<file path="src/rtl/pipe_scroller.sv">
// Scrolls N_PIPES obstacles left on each frame tick, updating one pipe per clock.
// Pipes leaving the screen wrap to the tail with a fresh LFSR gap; crossings of BIRD_X pulse score.
module pipe_scroller #(
    parameter int          N_PIPES        = 4,
    parameter int          X_WIDTH        = 10,
    parameter int          Y_WIDTH        = 9,
    parameter int          SPACING        = 160,
    parameter int          X_OFFSET       = 0,
    parameter int          SPEED          = 1,
    parameter int          BIRD_X         = 100,
    parameter int          GAP_MIN        = 64,
    parameter int          GAP_RANGE_LOG2 = 8,
    parameter logic [15:0] LFSR_SEED      = 16'hACE1
) (
    input  logic                         clk,
    input  logic                         rst,
    input  logic                         run,
    input  logic                         restart,
    input  logic                         frame_tick,
    output logic [N_PIPES*X_WIDTH-1:0]   pipe_x,
    output logic [N_PIPES*Y_WIDTH-1:0]   gap_y,
    output logic                         score_pulse,
    output logic                         busy,
    output logic                         overrun
);
    localparam int                 IDX_W    = $clog2(N_PIPES);
    localparam logic [IDX_W-1:0]   LAST_IDX = IDX_W'(N_PIPES - 1);
    localparam logic [X_WIDTH-1:0] SPEED_V  = X_WIDTH'(SPEED);
    localparam logic [X_WIDTH-1:0] BIRD_V   = X_WIDTH'(BIRD_X);
    // Old x is below SPEED on a wrap, so adding this constant stays under N_PIPES*SPACING.
    localparam logic [X_WIDTH-1:0] WRAP_ADD = X_WIDTH'(N_PIPES * SPACING - SPEED);
    localparam int                 GAP_STEP = (1 << GAP_RANGE_LOG2) / N_PIPES;

    if (N_PIPES * SPACING + X_OFFSET >= (1 << X_WIDTH)) begin : g_chk_x
        $error("pipe_scroller: N_PIPES*SPACING + X_OFFSET does not fit in X_WIDTH");
    end
    if (GAP_MIN + (1 << GAP_RANGE_LOG2) - 1 >= (1 << Y_WIDTH)) begin : g_chk_y
        $error("pipe_scroller: gap range does not fit in Y_WIDTH");
    end

    typedef enum logic [1:0] {S_IDLE, S_SWEEP, S_DONE} state_t;

    state_t               r_state;
    state_t               w_state_nxt;
    logic [IDX_W-1:0]     r_idx;
    logic [X_WIDTH-1:0]   r_x  [N_PIPES];
    logic [Y_WIDTH-1:0]   r_gy [N_PIPES];
    logic [15:0]          r_lfsr;
    logic                 r_pending;
    logic                 r_overrun;
    logic                 r_busy;
    logic                 r_score;
    logic                 w_tick;
    logic                 w_pending_nxt;
    logic                 w_ovr_set;
    logic [15:0]          w_lfsr_nxt;
    logic [X_WIDTH-1:0]   w_old_x;
    logic [X_WIDTH-1:0]   w_new_x;
    logic [Y_WIDTH-1:0]   w_new_gap;
    logic                 w_wrap;
    logic                 w_cross;

    assign w_tick     = frame_tick & run;
    assign w_lfsr_nxt = {r_lfsr[14:0], r_lfsr[15] ^ r_lfsr[13] ^ r_lfsr[12] ^ r_lfsr[10]};

    assign w_old_x   = r_x[r_idx];
    assign w_wrap    = (w_old_x < SPEED_V);
    assign w_new_x   = w_wrap ? (w_old_x + WRAP_ADD) : (w_old_x - SPEED_V);
    assign w_new_gap = Y_WIDTH'(GAP_MIN) + Y_WIDTH'(r_lfsr[GAP_RANGE_LOG2-1:0]);
    assign w_cross   = !w_wrap && (w_old_x >= BIRD_V) && (w_new_x < BIRD_V);

    always_ff @(posedge clk) begin
        if (rst) begin
            r_state <= S_IDLE;
            r_busy  <= 1'b0;
        end else begin
            r_state <= w_state_nxt;
            r_busy  <= (w_state_nxt == S_SWEEP);
        end
    end

    always_comb begin
        w_state_nxt   = r_state;
        w_pending_nxt = r_pending;
        w_ovr_set     = 1'b0;
        case (r_state)
            S_IDLE: begin
                if (r_pending || w_tick) begin
                    w_state_nxt   = S_SWEEP;
                    // A fresh tick arriving alongside a pending one is kept as the next pending.
                    w_pending_nxt = r_pending && w_tick;
                end
            end
            S_SWEEP, S_DONE: begin
                if (r_state == S_DONE) begin
                    w_state_nxt = S_IDLE;
                end else if (r_idx == LAST_IDX) begin
                    w_state_nxt = S_DONE;
                end
                if (w_tick) begin
                    if (!r_pending) begin
                        w_pending_nxt = 1'b1;
                    end else begin
                        w_ovr_set = 1'b1;
                    end
                end
            end
            default: w_state_nxt = S_IDLE;
        endcase
        if (restart) begin
            w_state_nxt = S_IDLE;
        end
    end

    always_ff @(posedge clk) begin
        if (rst) begin
            r_lfsr <= LFSR_SEED;
        end else begin
            r_lfsr <= w_lfsr_nxt;
        end

        if (rst || restart) begin
            for (int i = 0; i < N_PIPES; i++) begin
                r_x[i]  <= X_WIDTH'(X_OFFSET + i * SPACING);
                r_gy[i] <= Y_WIDTH'(GAP_MIN + i * GAP_STEP);
            end
            r_idx     <= '0;
            r_pending <= 1'b0;
            r_overrun <= 1'b0;
            r_score   <= 1'b0;
        end else begin
            r_pending <= w_pending_nxt;
            if (w_ovr_set) begin
                r_overrun <= 1'b1;
            end
            r_score <= 1'b0;
            if (r_state == S_IDLE) begin
                r_idx <= '0;
            end else if (r_state == S_SWEEP) begin
                r_x[r_idx] <= w_new_x;
                if (w_wrap) begin
                    r_gy[r_idx] <= w_new_gap;
                end
                r_score <= w_cross;
                if (r_idx != LAST_IDX) begin
                    r_idx <= r_idx + 1'b1;
                end
            end
        end
    end

    for (genvar g = 0; g < N_PIPES; g++) begin : g_pack
        assign pipe_x[g*X_WIDTH +: X_WIDTH] = r_x[g];
        assign gap_y[g*Y_WIDTH +: Y_WIDTH]  = r_gy[g];
    end

    assign score_pulse = r_score;
    assign busy        = r_busy;
    assign overrun     = r_overrun;

endmodule

</file>
<file path="config.mk">
export PLATFORM = sky130hd
export DESIGN_NAME = pipe_scroller
export DESIGN_NICKNAME = d
export VERILOG_FILES = /design/src/rtl/pipe_scroller.sv
export SDC_FILE = /design/constraint.sdc
export NUM_CORES = 1
export LEC_CHECK = 0
export BUFFER_PORTS_ARGS = -buffer_cell sky130_fd_sc_hd__buf_4
export CAP_MARGIN = 40
export CORE_MARGIN = 4
export CORE_UTILIZATION = 55
export DETAILED_ROUTE_END_ITERATION = 7
export PLACE_DENSITY = 0.79
export SLEW_MARGIN = 40
export SYNTH_ARGS = -nofsm -noshare
export SYNTH_HDL_FRONTEND = slang
export SYNTH_SLANG_ARGS = --single-unit
</file>
<file path="constraint.sdc">
create_clock -name clk -period 3.7 [get_ports clk]
set_input_delay 0.555 -clock clk [delete_from_list [all_inputs] [get_ports clk]]
set_output_delay 0.555 -clock clk [all_outputs]
set_load 0.005 [all_outputs]
</file>
# == Word-level counts from Yosys, hierarchy flattened ==
# Memory sizes are Yosys's and may differ from the RTL's. A register that Yosys moved wholly into a read port is not among the register bits.
# Index checks and enable logic that the tools add are counted.
# totals
reg_bits,24
mem_bits_rw,76
in_bits,5
output_inout_bits,79
mem_count,2
# op_classes
n_addsub,4
magnitude_cmp,3
n_eq_ne,7
muxes,31
bitwise,5
n_reduce_logical,15
# mem_list
memory,depth,word_bits,rd,rd_ports_with_merged_regs,wr,line,rtl
r_x,4,10,5,1,4,46,logic [X_WIDTH-1:0] r_x [N_PIPES];
r_gy,4,9,4,0,4,47,logic [Y_WIDTH-1:0] r_gy [N_PIPES];
# op_table
cell,count
two-way mux 10 bit,2
two-way mux 1 bit,18
two-way mux 2 bit,8
"adder 10 bit, second input constant",1
"greater-or-equal comparator 10 x 7 -> 1 bit, second input constant",1
"less-than comparator 10 x 1 -> 1 bit, second input constant",1
"less-than comparator 10 x 7 -> 1 bit, second input constant",1
OR reduction 10 bit,1
"subtractor 10 x 1 -> 10 bit, second input constant",1
"adder 7 x 8 -> 9 bit, first input constant",1
two-way mux 9 bit,1
OR reduction 9 bit,1
"inequality test 2 bit, second input constant",3
"equality test 2 x 1 -> 1 bit, second input constant",2
"equality test 2 bit, second input constant",2
case mux 2 bit (2 select lines),1
OR reduction 2 bit,2
logical AND 1 bit,3
AND reduction 3 bit,1
OR reduction 3 bit,1
bitwise XOR 1 bit,3
"adder 2 x 1 -> 2 bit, second input constant",1
zero test 2 bit,1
logical OR 1 bit,2
other kinds (6),6

# == Longest topological paths before layout ==
# Gate-level depths: netlist (run 1).
# depth
word_depth,8
mapped_depth,9
depth_no_buf,7

# == Least setup slack after synthesis (run 1) ==
# No wires, ideal clock.
# synth_timing
path_kind,register -> register
from,reg with a tool-made name
to,"mem r_gy[2][0], enable pin"
setup_time_ps,341
t_arrival_ps,2546
required_time_ps,3359
slack_ps,814
stages_incl_launch_ff,8
cell_sequence,dfxtp_1 > buf_6 > mux4_2 > or4_4 > nor4b_4 > and3b_1 > buf_4 > nand2b_1
# synth_lines
item,line
end: declaration,47

==> flow_summary.ini, run 1 <==
[cts]
postCtsSetupBuffers = 0
ctsHtreeMaxLevel = 3
cts_tree = yes
clk_pin_slew_ns = 0.10
cts-root-buf = clkbuf_8
post_cts_resized = 0
cts_hold_buf = 0
cts.sinks = 102
insertion_delay_ns = 0.36
cts-buffers-inserted = 9
cts.path.max_buffers = 2

[timing]
fin_ws_ns = 0.397
rsz0062_at_grt = false
period_minus_slack_ns = 3.30
worstMarginPinSlew_ns = 0.605
slew_viol_final = 0
whs_ns = 0.415
relSlewSlack_pct = 59.6
setup-violations-final = 0
setup_tns_ns = 0
hold_viol = 0
fin_crit_sh_pct = 89.3
skew_ns = 0.0103
fmax_mhz = 303

[worst_hold_path]
hp-start = r_lfsr[14]
hold_depth = 1
min_to = r_lfsr[15]
worstHoldPathType = reg2reg

[setup_path]
worst_path_max_delay_cell = or4_4
path_max_fanout = 16
r2r-end = r_gy[1][8]
crit_family = simple AND/OR/NAND/NOR gates
cp.arrival_ns = 3.32
crit_top_cell = buf_4
cp_num_buf_inv = 2
rrSetupSlack_ns = 0.40
crit_type = reg2reg
crit_chain = buf_4 > mux4_2 > or4_4 > nor4b_4 > buf_4 > and2_1 > nand2b_1
crit_required_ns = 3.72
startpoint_type = flip-flop
end_kind = flip-flop
ff2ff_path_depth = 7
cpPeakStageDelay_ns = 0.62

[synthesis]
synth_cells = 317
syn_avg_cell_area_um2 = 13.7
synth-edff-count = 76
ys_async_sr_fraction_pct = 0
yosys_warnings = 0
ys_seq_area_share_pct = 64.8
synth_fp_nets = 331
syn_area_um2 = 4330
synth_flop_cell = edfxtp_1
yosys_register_bits = 102
synth_cell_types = 54

[placement]
gp_congestion = 0.873
hpwl_um = 6650
io_buffers = 83
placedCellCount = 495
dpl_worst_slack_ns = 0.425

[power]
powerDensity_nw_per_um2 = 407
netSwitchingFraction_pct = 24.5
clkPwrFrac_pct = 30.8
seqPwrFrac_pct = 60.5
vdd_drop_max_mv = 0.208
switchingPower_mw = 0.524
leakagePower_nw = 2.12
internal_power_mw = 1.61
comb_power_share_pct = 8.6

[global_route]
grt_overflow_total = 0
first_global_vias = 2766
grt_pass1_wl_um = 14500
grt_max_degree = 20
antenna_found_initial = 0
grt_use_total_pct = 19.7

[drt]
drt-wirelength-per-cell_um = 17.5
drt_iter0_markers = 207
wirelength_um = 8920
via_count = 2795
ant_nets = 0
vias_per_cell = 5.47
drt_first_pass_iters = 4
drc_errors = 0

[floorplan]
die-area_um2 = 9350
rows = 32
dieHeight_um = 96.7
die_x_um = 96.7
coreArea_um2 = 7690
start_util_pct = 56.3
pin_count = 84

[layout]
area_growth_pct = 21.3
regArea_um2 = 2800
diodes = 0
multi_input_area_um2 = 1450
drive_gt1_share_pct = 31.1
fill_cells = 549
finalNonFillerCells = 511
nets = 418

[job]
drv_cap = 0

[outcome]
outcome = finished clean
[flip-flops by register name (all words and copies together), names as in the netlist, named ones only]
| name | cells |
|---|---|
| busy | 1 |
| overrun | 1 |
| r_gy | 36 |
| r_idx | 2 |
| r_lfsr | 16 |
| r_pending | 1 |
| r_state | 2 |
| r_x | 40 |
| score_pulse | 1 |
[cells in the mapped netlist (all sizes together), types with 3 or more instances]
library cell / n / share of area, %
nand2b: 9 / 1.3
nor3: 10 / 1.4
inv: 5 / 0.43
xor2: 4 / 0.81
nor2: 35 / 3.2
edfxtp: 76 / 53
nor2b: 12 / 1.7
or3: 4 / 0.72
mux4: 10 / 5.8
nand3: 3 / 0.35
or2: 8 / 1.2
o21ai: 7 / 0.81
clkbuf: 10 / 0.87
and3: 10 / 1.6
a21oi: 4 / 0.55
nand2: 15 / 1.3
dfxtp: 26 / 12
ha: 9 / 2.6
and2: 28 / 4.1
xnor2: 5 / 1.0
[metal layers]
| metal | wire, um | track usage [%] | part of all wire, % | up-vias |
|---|---|---|---|---|
| met5 | 0 | 0 | 0 | - |
| met4 | 197 | 6.16 | 2.2 | 0 |
| met3 | 651 | 5.84 | 7.3 | 16 |
| met2 | 4390 | 32.1 | 49 | 116 |
| met1 | 3690 | 25.5 | 41 | 1343 |
| li1 | - | - | - | 1320 |
[metrics by stage]
step	utilization (%)	power (mW)	area, um^2
floorplan	-	1.41	4330
global placement	65.8	1.50	5060
detailed placement	65.8	1.50	5060
CTS	68.3	2.15	5250
global route	68.3	2.23	5250
finish	68.3	2.14	5250
[how the worst max path moves through the flow]
stage                       to  depth (start not counted)
floorplan           r_gy[2][0]                          7
CTS                 r_gy[1][8]                          7
finish              r_gy[1][8]                          7
global route        r_gy[1][8]                          7
detailed placement  r_gy[1][2]                          7
global placement    r_gy[1][2]                          7
[power by group through the flow]
stage	Combinational [mW]	Sequential, mW	Clock [mW]
2_1_floorplan	0.100	1.31	0
3_5_place_dp	0.185	1.32	0
4_1_cts	0.186	1.29	0.673
5_1_grt	0.201	1.30	0.732
3_3_place_gp	0.180	1.32	0
6_report	0.185	1.29	0.659
[layout make-up]
class / count / share of cell area, %
inverters: 5 / 0.358
flip-flops and latches: 102 / 53.4
repair buffers: 88 / 12.6
well taps: 102 / 2.43
multi-input cells: 198 / 27.6
clock buffers: 9 / 2.36
clock inverters: 7 / 1.24
[cells by family (layout without fill, tap and decap cells)]
family	after synthesis	count (layout)	synth area share, %
AO/OA/AOI/OAI	22	22	3.44
buffers and inverters	17	109	1.73
AND/OR/NAND/NOR	147	147	19.6
flip-flops	102	102	64.8
XOR/XNOR	9	9	1.82
adder cells (fa/ha/maj)	9	9	2.60
multiplexers	11	11	6.04
[layout by cell type, fill, tap and decap left out, types with 2 or more instances in the layout]
master / instances
nor3b_1: 2
nand3b_1: 2
or2_2: 8
a21oi_1: 3
nor2b_1: 12
and2_1: 27
nor2_2: 2
clkbuf_8: 9
clkinv_4: 3
nand2_1: 15
mux4_2: 3
nor3_2: 2
edfxtp_1: 76
dfxtp_1: 26
inv_8: 2
nor3_1: 8
o21ai_1: 2
buf_4: 88
nor2_1: 33
ha_1: 9
xnor2_1: 5
nand3_1: 3
inv_1: 5
mux4_1: 7
and3_1: 9
xor2_1: 4
or3_1: 2
o21ai_0: 5
nand2b_1: 9
Note: power is estimated with default switching activity, not from simulation.
==> run 2: changes to the inputs <==
RECOVER_POWER = 25   (was unset)
==> flow_summary.ini, run 2 (synthesis gave the netlist of run 1 again) <==
[drt]
drc_errors = 0
via_count = 2807
vias_per_cell = 5.49
wirelength_um = 8950
ant_nets = 0
drt-wirelength-per-cell_um = 17.5
drt_iter0_markers = 210
drt_first_pass_iters = 4

[timing]
skew_ns = 0.0144
worstMarginPinSlew_ns = 0.650
whs_ns = 0.410
rsz0062_at_grt = false
fmax_mhz = 303
slew_viol_final = 0
setup-violations-final = 0
setup_tns_ns = 0
relSlewSlack_pct = 56.6
hold_viol = 0
period_minus_slack_ns = 3.30
fin_crit_sh_pct = 89.1

[cts]
postCtsSetupBuffers = 0
clk_pin_slew_ns = 0.11
cts-buffers-inserted = 9
cts.path.max_buffers = 2
cts_hold_buf = 0
cts-root-buf = clkbuf_8
ctsHtreeMaxLevel = 3
insertion_delay_ns = 0.37
post_cts_resized = 0
cts.sinks = 102
cts_tree = yes

[global_route]
antenna_found_initial = 0
grt_use_total_pct = 19.7
grt_overflow_total = 0
grt_max_degree = 20
grt_pass1_wl_um = 14500
first_global_vias = 2766

[floorplan]
coreArea_um2 = 7690
rows = 32
die_x_um = 96.7
pin_count = 84
die-area_um2 = 9350
dieHeight_um = 96.7
start_util_pct = 56.3

[layout]
top_regs = r_x (40), r_gy (36), r_lfsr (16)
nets = 418
area_growth_pct = 20.7
layout_common_cells = edfxtp_1 (76), buf_4 (44), clkbuf_4 (37), nor2_1 (33), and2_1 (27)
diodes = 0
layout_commonest_cell = edfxtp_1
largest_reg_flops = 40
regArea_um2 = 2800
multi_input_area_um2 = 1450
drive_gt1_share_pct = 29.3
largest-register = r_x
fill_cells = 555

[setup_path]
crit_type = reg2reg
crit_top_cell = buf_4
startpoint_type = flip-flop
end_kind = flip-flop
cpPeakStageDelay_ns = 0.62
r2r-end = r_gy[1][8]
crit_required_ns = 3.72
cp.arrival_ns = 3.32
crit_family = simple AND/OR/NAND/NOR gates
path_max_fanout = 16
ff2ff_path_depth = 7
cp_num_buf_inv = 2
cp.depth = 7
crit_end = r_gy[1][8]
crit_chain = buf_4 > mux4_2 > or4_4 > nor4b_4 > buf_4 > and2_1 > nand2b_1
worst_path_max_delay_cell = or4_4
rrSetupSlack_ns = 0.40

[outcome]
outcome = finished clean

[worst_hold_path]
hp-start = r_lfsr[14]
worstHoldPathType = reg2reg

[placement]
hpwl_um = 6650
io_buffers = 83
gp_congestion = 0.873

[job]
drv_cap = 0

[power]
leakagePower_nw = 2.08
vdd_drop_max_mv = 0.207
powerDensity_nw_per_um2 = 410
power_mw = 2.14
-- run 2: cell count changes in the layout (fill, tap and decap cells not counted), sizes merged --
| cell | change |
|---|---|
| clkbuf | +43 |
| buf | -43 |
-- run 2: worst min-delay path by stage --
stage            endpoint  cells after the start
3_5_place_dp   r_lfsr[15]                      1
3_3_place_gp   r_lfsr[15]                      1
2_1_floorplan  r_lfsr[10]                      1
5_1_grt        r_lfsr[15]                      1
6_report       r_lfsr[15]                      1
4_1_cts        r_lfsr[15]                      1
-- run 2: report_power, final --
part	leakage (nW)	switching, mW	total [mW]	internal, mW
logic	0.978	0.0997	0.181	0.0814
registers	1.01	0.0250	1.29	1.27
clock network	0.0938	0.408	0.668	0.260
-- run 2: area by class of cell --
type	count	share of cell area [%]
Timing Repair Buffer	88	12.1
Sequential cell	102	53.7
Tap cell	102	2.44
Inverter	5	0.359
Clock buffer	9	2.37
Multi-Input combinational cell	198	27.8
Clock inverter	7	1.25
-- run 2: layer usage --
metal | track usage, % | routed length [um]
met1 | 25.5 | 3630
met2 | 32.1 | 4400
met3 | 5.84 | 731
met4 | 6.16 | 193
met5 | 0 | 0
-- run 2: through the flow --
step / utilization (%) / cell area, um^2 / std cells / setup slack, ns
6_report: 67.9 / 5220 / 511 / 0.404
5_1_grt: 67.9 / 5220 / 511 / 0.202
4_1_cts: 68.3 / 5250 / 511 / 0.401
3_5_place_dp: 65.8 / 5060 / 495 / 0.425
3_3_place_gp: 65.8 / 5060 / 495 / 0.496
2_1_floorplan: - / 4330 / 317 / 0.814
==> run 3: changes to the inputs <==
BUFFER_PORTS_ARGS = -buffer_cell sky130_fd_sc_hd__buf_2   (was -buffer_cell sky130_fd_sc_hd__buf_4)
MAX_ROUTING_LAYER = met4   (was unset)
==> flow_summary.ini, run 3 (synthesis gave the netlist of run 1 again) <==
[layout]
area_growth_pct = 16.0
diodes = 0
layout_commonest_cell = edfxtp_1
nets = 418
largest-register = r_x
top_regs = r_x (40), r_gy (36), r_lfsr (16)
largest_reg_flops = 40
finalNonFillerCells = 511
drive_gt1_share_pct = 25.7
layout_common_cells = edfxtp_1 (76), buf_2 (61), nor2_1 (33), and2_1 (27), dfxtp_1 (26)

[power]
vdd_drop_max_mv = 0.308
leakagePower_nw = 2.01
powerDensity_nw_per_um2 = 427

[global_route]
antenna_found_initial = 0
grt_max_degree = 21
first_global_vias = 2821
grt_use_total_pct = 20.2
grt_overflow_total = 0
grt_pass1_wl_um = 14500

[drt]
drt_first_pass_iters = 4
vias_per_cell = 5.52
ant_nets = 0
drc_errors = 0
drt-wirelength-per-cell_um = 17.7
via_count = 2819
drt_iter0_markers = 192
wirelength_um = 9040

[placement]
io_buffers = 83
gp_congestion = 0.866
dpl_worst_slack_ns = 0.403
hpwl_um = 6590
placedCellCount = 495

[cts]
cts_tree = yes
cts-buffers-inserted = 9
cts-root-buf = clkbuf_8
insertion_delay_ns = 0.37
postCtsSetupBuffers = 0
cts_hold_buf = 0
ctsHtreeMaxLevel = 3
cts.path.max_buffers = 2
clk_pin_slew_ns = 0.10
cts.sinks = 102
post_cts_resized = 0

[floorplan]
die_x_um = 96.7
dieHeight_um = 96.7
start_util_pct = 56.3
rows = 32
die-area_um2 = 9350
coreArea_um2 = 7690
pin_count = 84

[setup_path]
cp.depth = 7
worst_path_max_delay_cell = or4_4
crit_required_ns = 3.73
crit_family = simple AND/OR/NAND/NOR gates
crit_type = reg2reg
rrSetupSlack_ns = 0.38
cp.arrival_ns = 3.35
ff2ff_path_depth = 7
r2r-end = r_gy[1][3]
end_kind = flip-flop
cp_num_buf_inv = 2
crit_chain = buf_4 > mux4_2 > or4_4 > nor4b_4 > buf_4 > and2_1 > nand2b_1
crit_top_cell = buf_4
startpoint_type = flip-flop
path_max_fanout = 16
cpPeakStageDelay_ns = 0.62
crit_end = r_gy[1][3]

[timing]
skew_ns = 0.00938
worstMarginPinSlew_ns = 0.672
setup_tns_ns = 0
hold_viol = 0
fmax_mhz = 301
fin_crit_sh_pct = 89.9
slew_viol_final = 0
setup-violations-final = 0
fin_ws_ns = 0.376
period_minus_slack_ns = 3.32
relSlewSlack_pct = 54.7
rsz0062_at_grt = false

[worst_hold_path]
worstHoldPathType = reg2reg

[job]
drv_cap = 0

[outcome]
outcome = finished clean
## run 3: changes by cell type in the layout (fill, tap and decap cells not counted), sizes merged
cell / previous run / this run
clkbuf: 52 / 31
clkinv: 3 / 2
inv: 8 / 10
clkinvlp: 1 / 0
buf: 45 / 66
## run 3: per-stage QoR
stage	instance area [um^2]	total power, mW	hold WS, ns	util (%)
after CTS	5050	2.16	0.427	65.7
after detailed placement	4850	1.49	0.401	63.1
after floorplan	4330	1.41	0.389	-
final	5020	2.15	0.422	65.3
after global routing	5020	2.22	0.452	65.3
after global placement	4850	1.48	0.394	63.1
## run 3: how the worst min path moves through the flow
stage / from / to / cells after the start
3_5_place_dp: r_lfsr[9] / r_lfsr[10] / 1
4_1_cts: r_lfsr[9] / r_lfsr[10] / 1
3_3_place_gp: r_lfsr[14] / r_lfsr[15] / 1
2_1_floorplan: r_lfsr[9] / r_lfsr[10] / 1
5_1_grt: r_lfsr[14] / r_lfsr[15] / 1
6_report: r_lfsr[9] / r_lfsr[10] / 1
## run 3: cell type report
cell class / count / area, um^2
Tap cell: 102 / 128
Fill cell: 596 / 2670
Multi-Input combinational cell: 198 / 1450
Sequential cell: 102 / 2800
Inverter: 5 / 18.8
Clock buffer: 9 / 124
Clock inverter: 7 / 73.8
Timing Repair Buffer: 88 / 425
## run 3: layer usage
| metal | vias up | GRT usage (%) | wire length [um] |
|---|---|---|---|
| li1 | 1322 | - | - |
| met2 | 130 | 31.4 | 4360 |
| met1 | 1350 | 25.9 | 3850 |
| met5 | - | - | 0 |
| met4 | 0 | 6.37 | 149 |
| met3 | 17 | 5.84 | 685 |
## run 3: power by group
part | switching (mW) | internal (mW)
sequential | 0.0254 | 1.27
combinational | 0.0998 | 0.0658
clock | 0.420 | 0.268
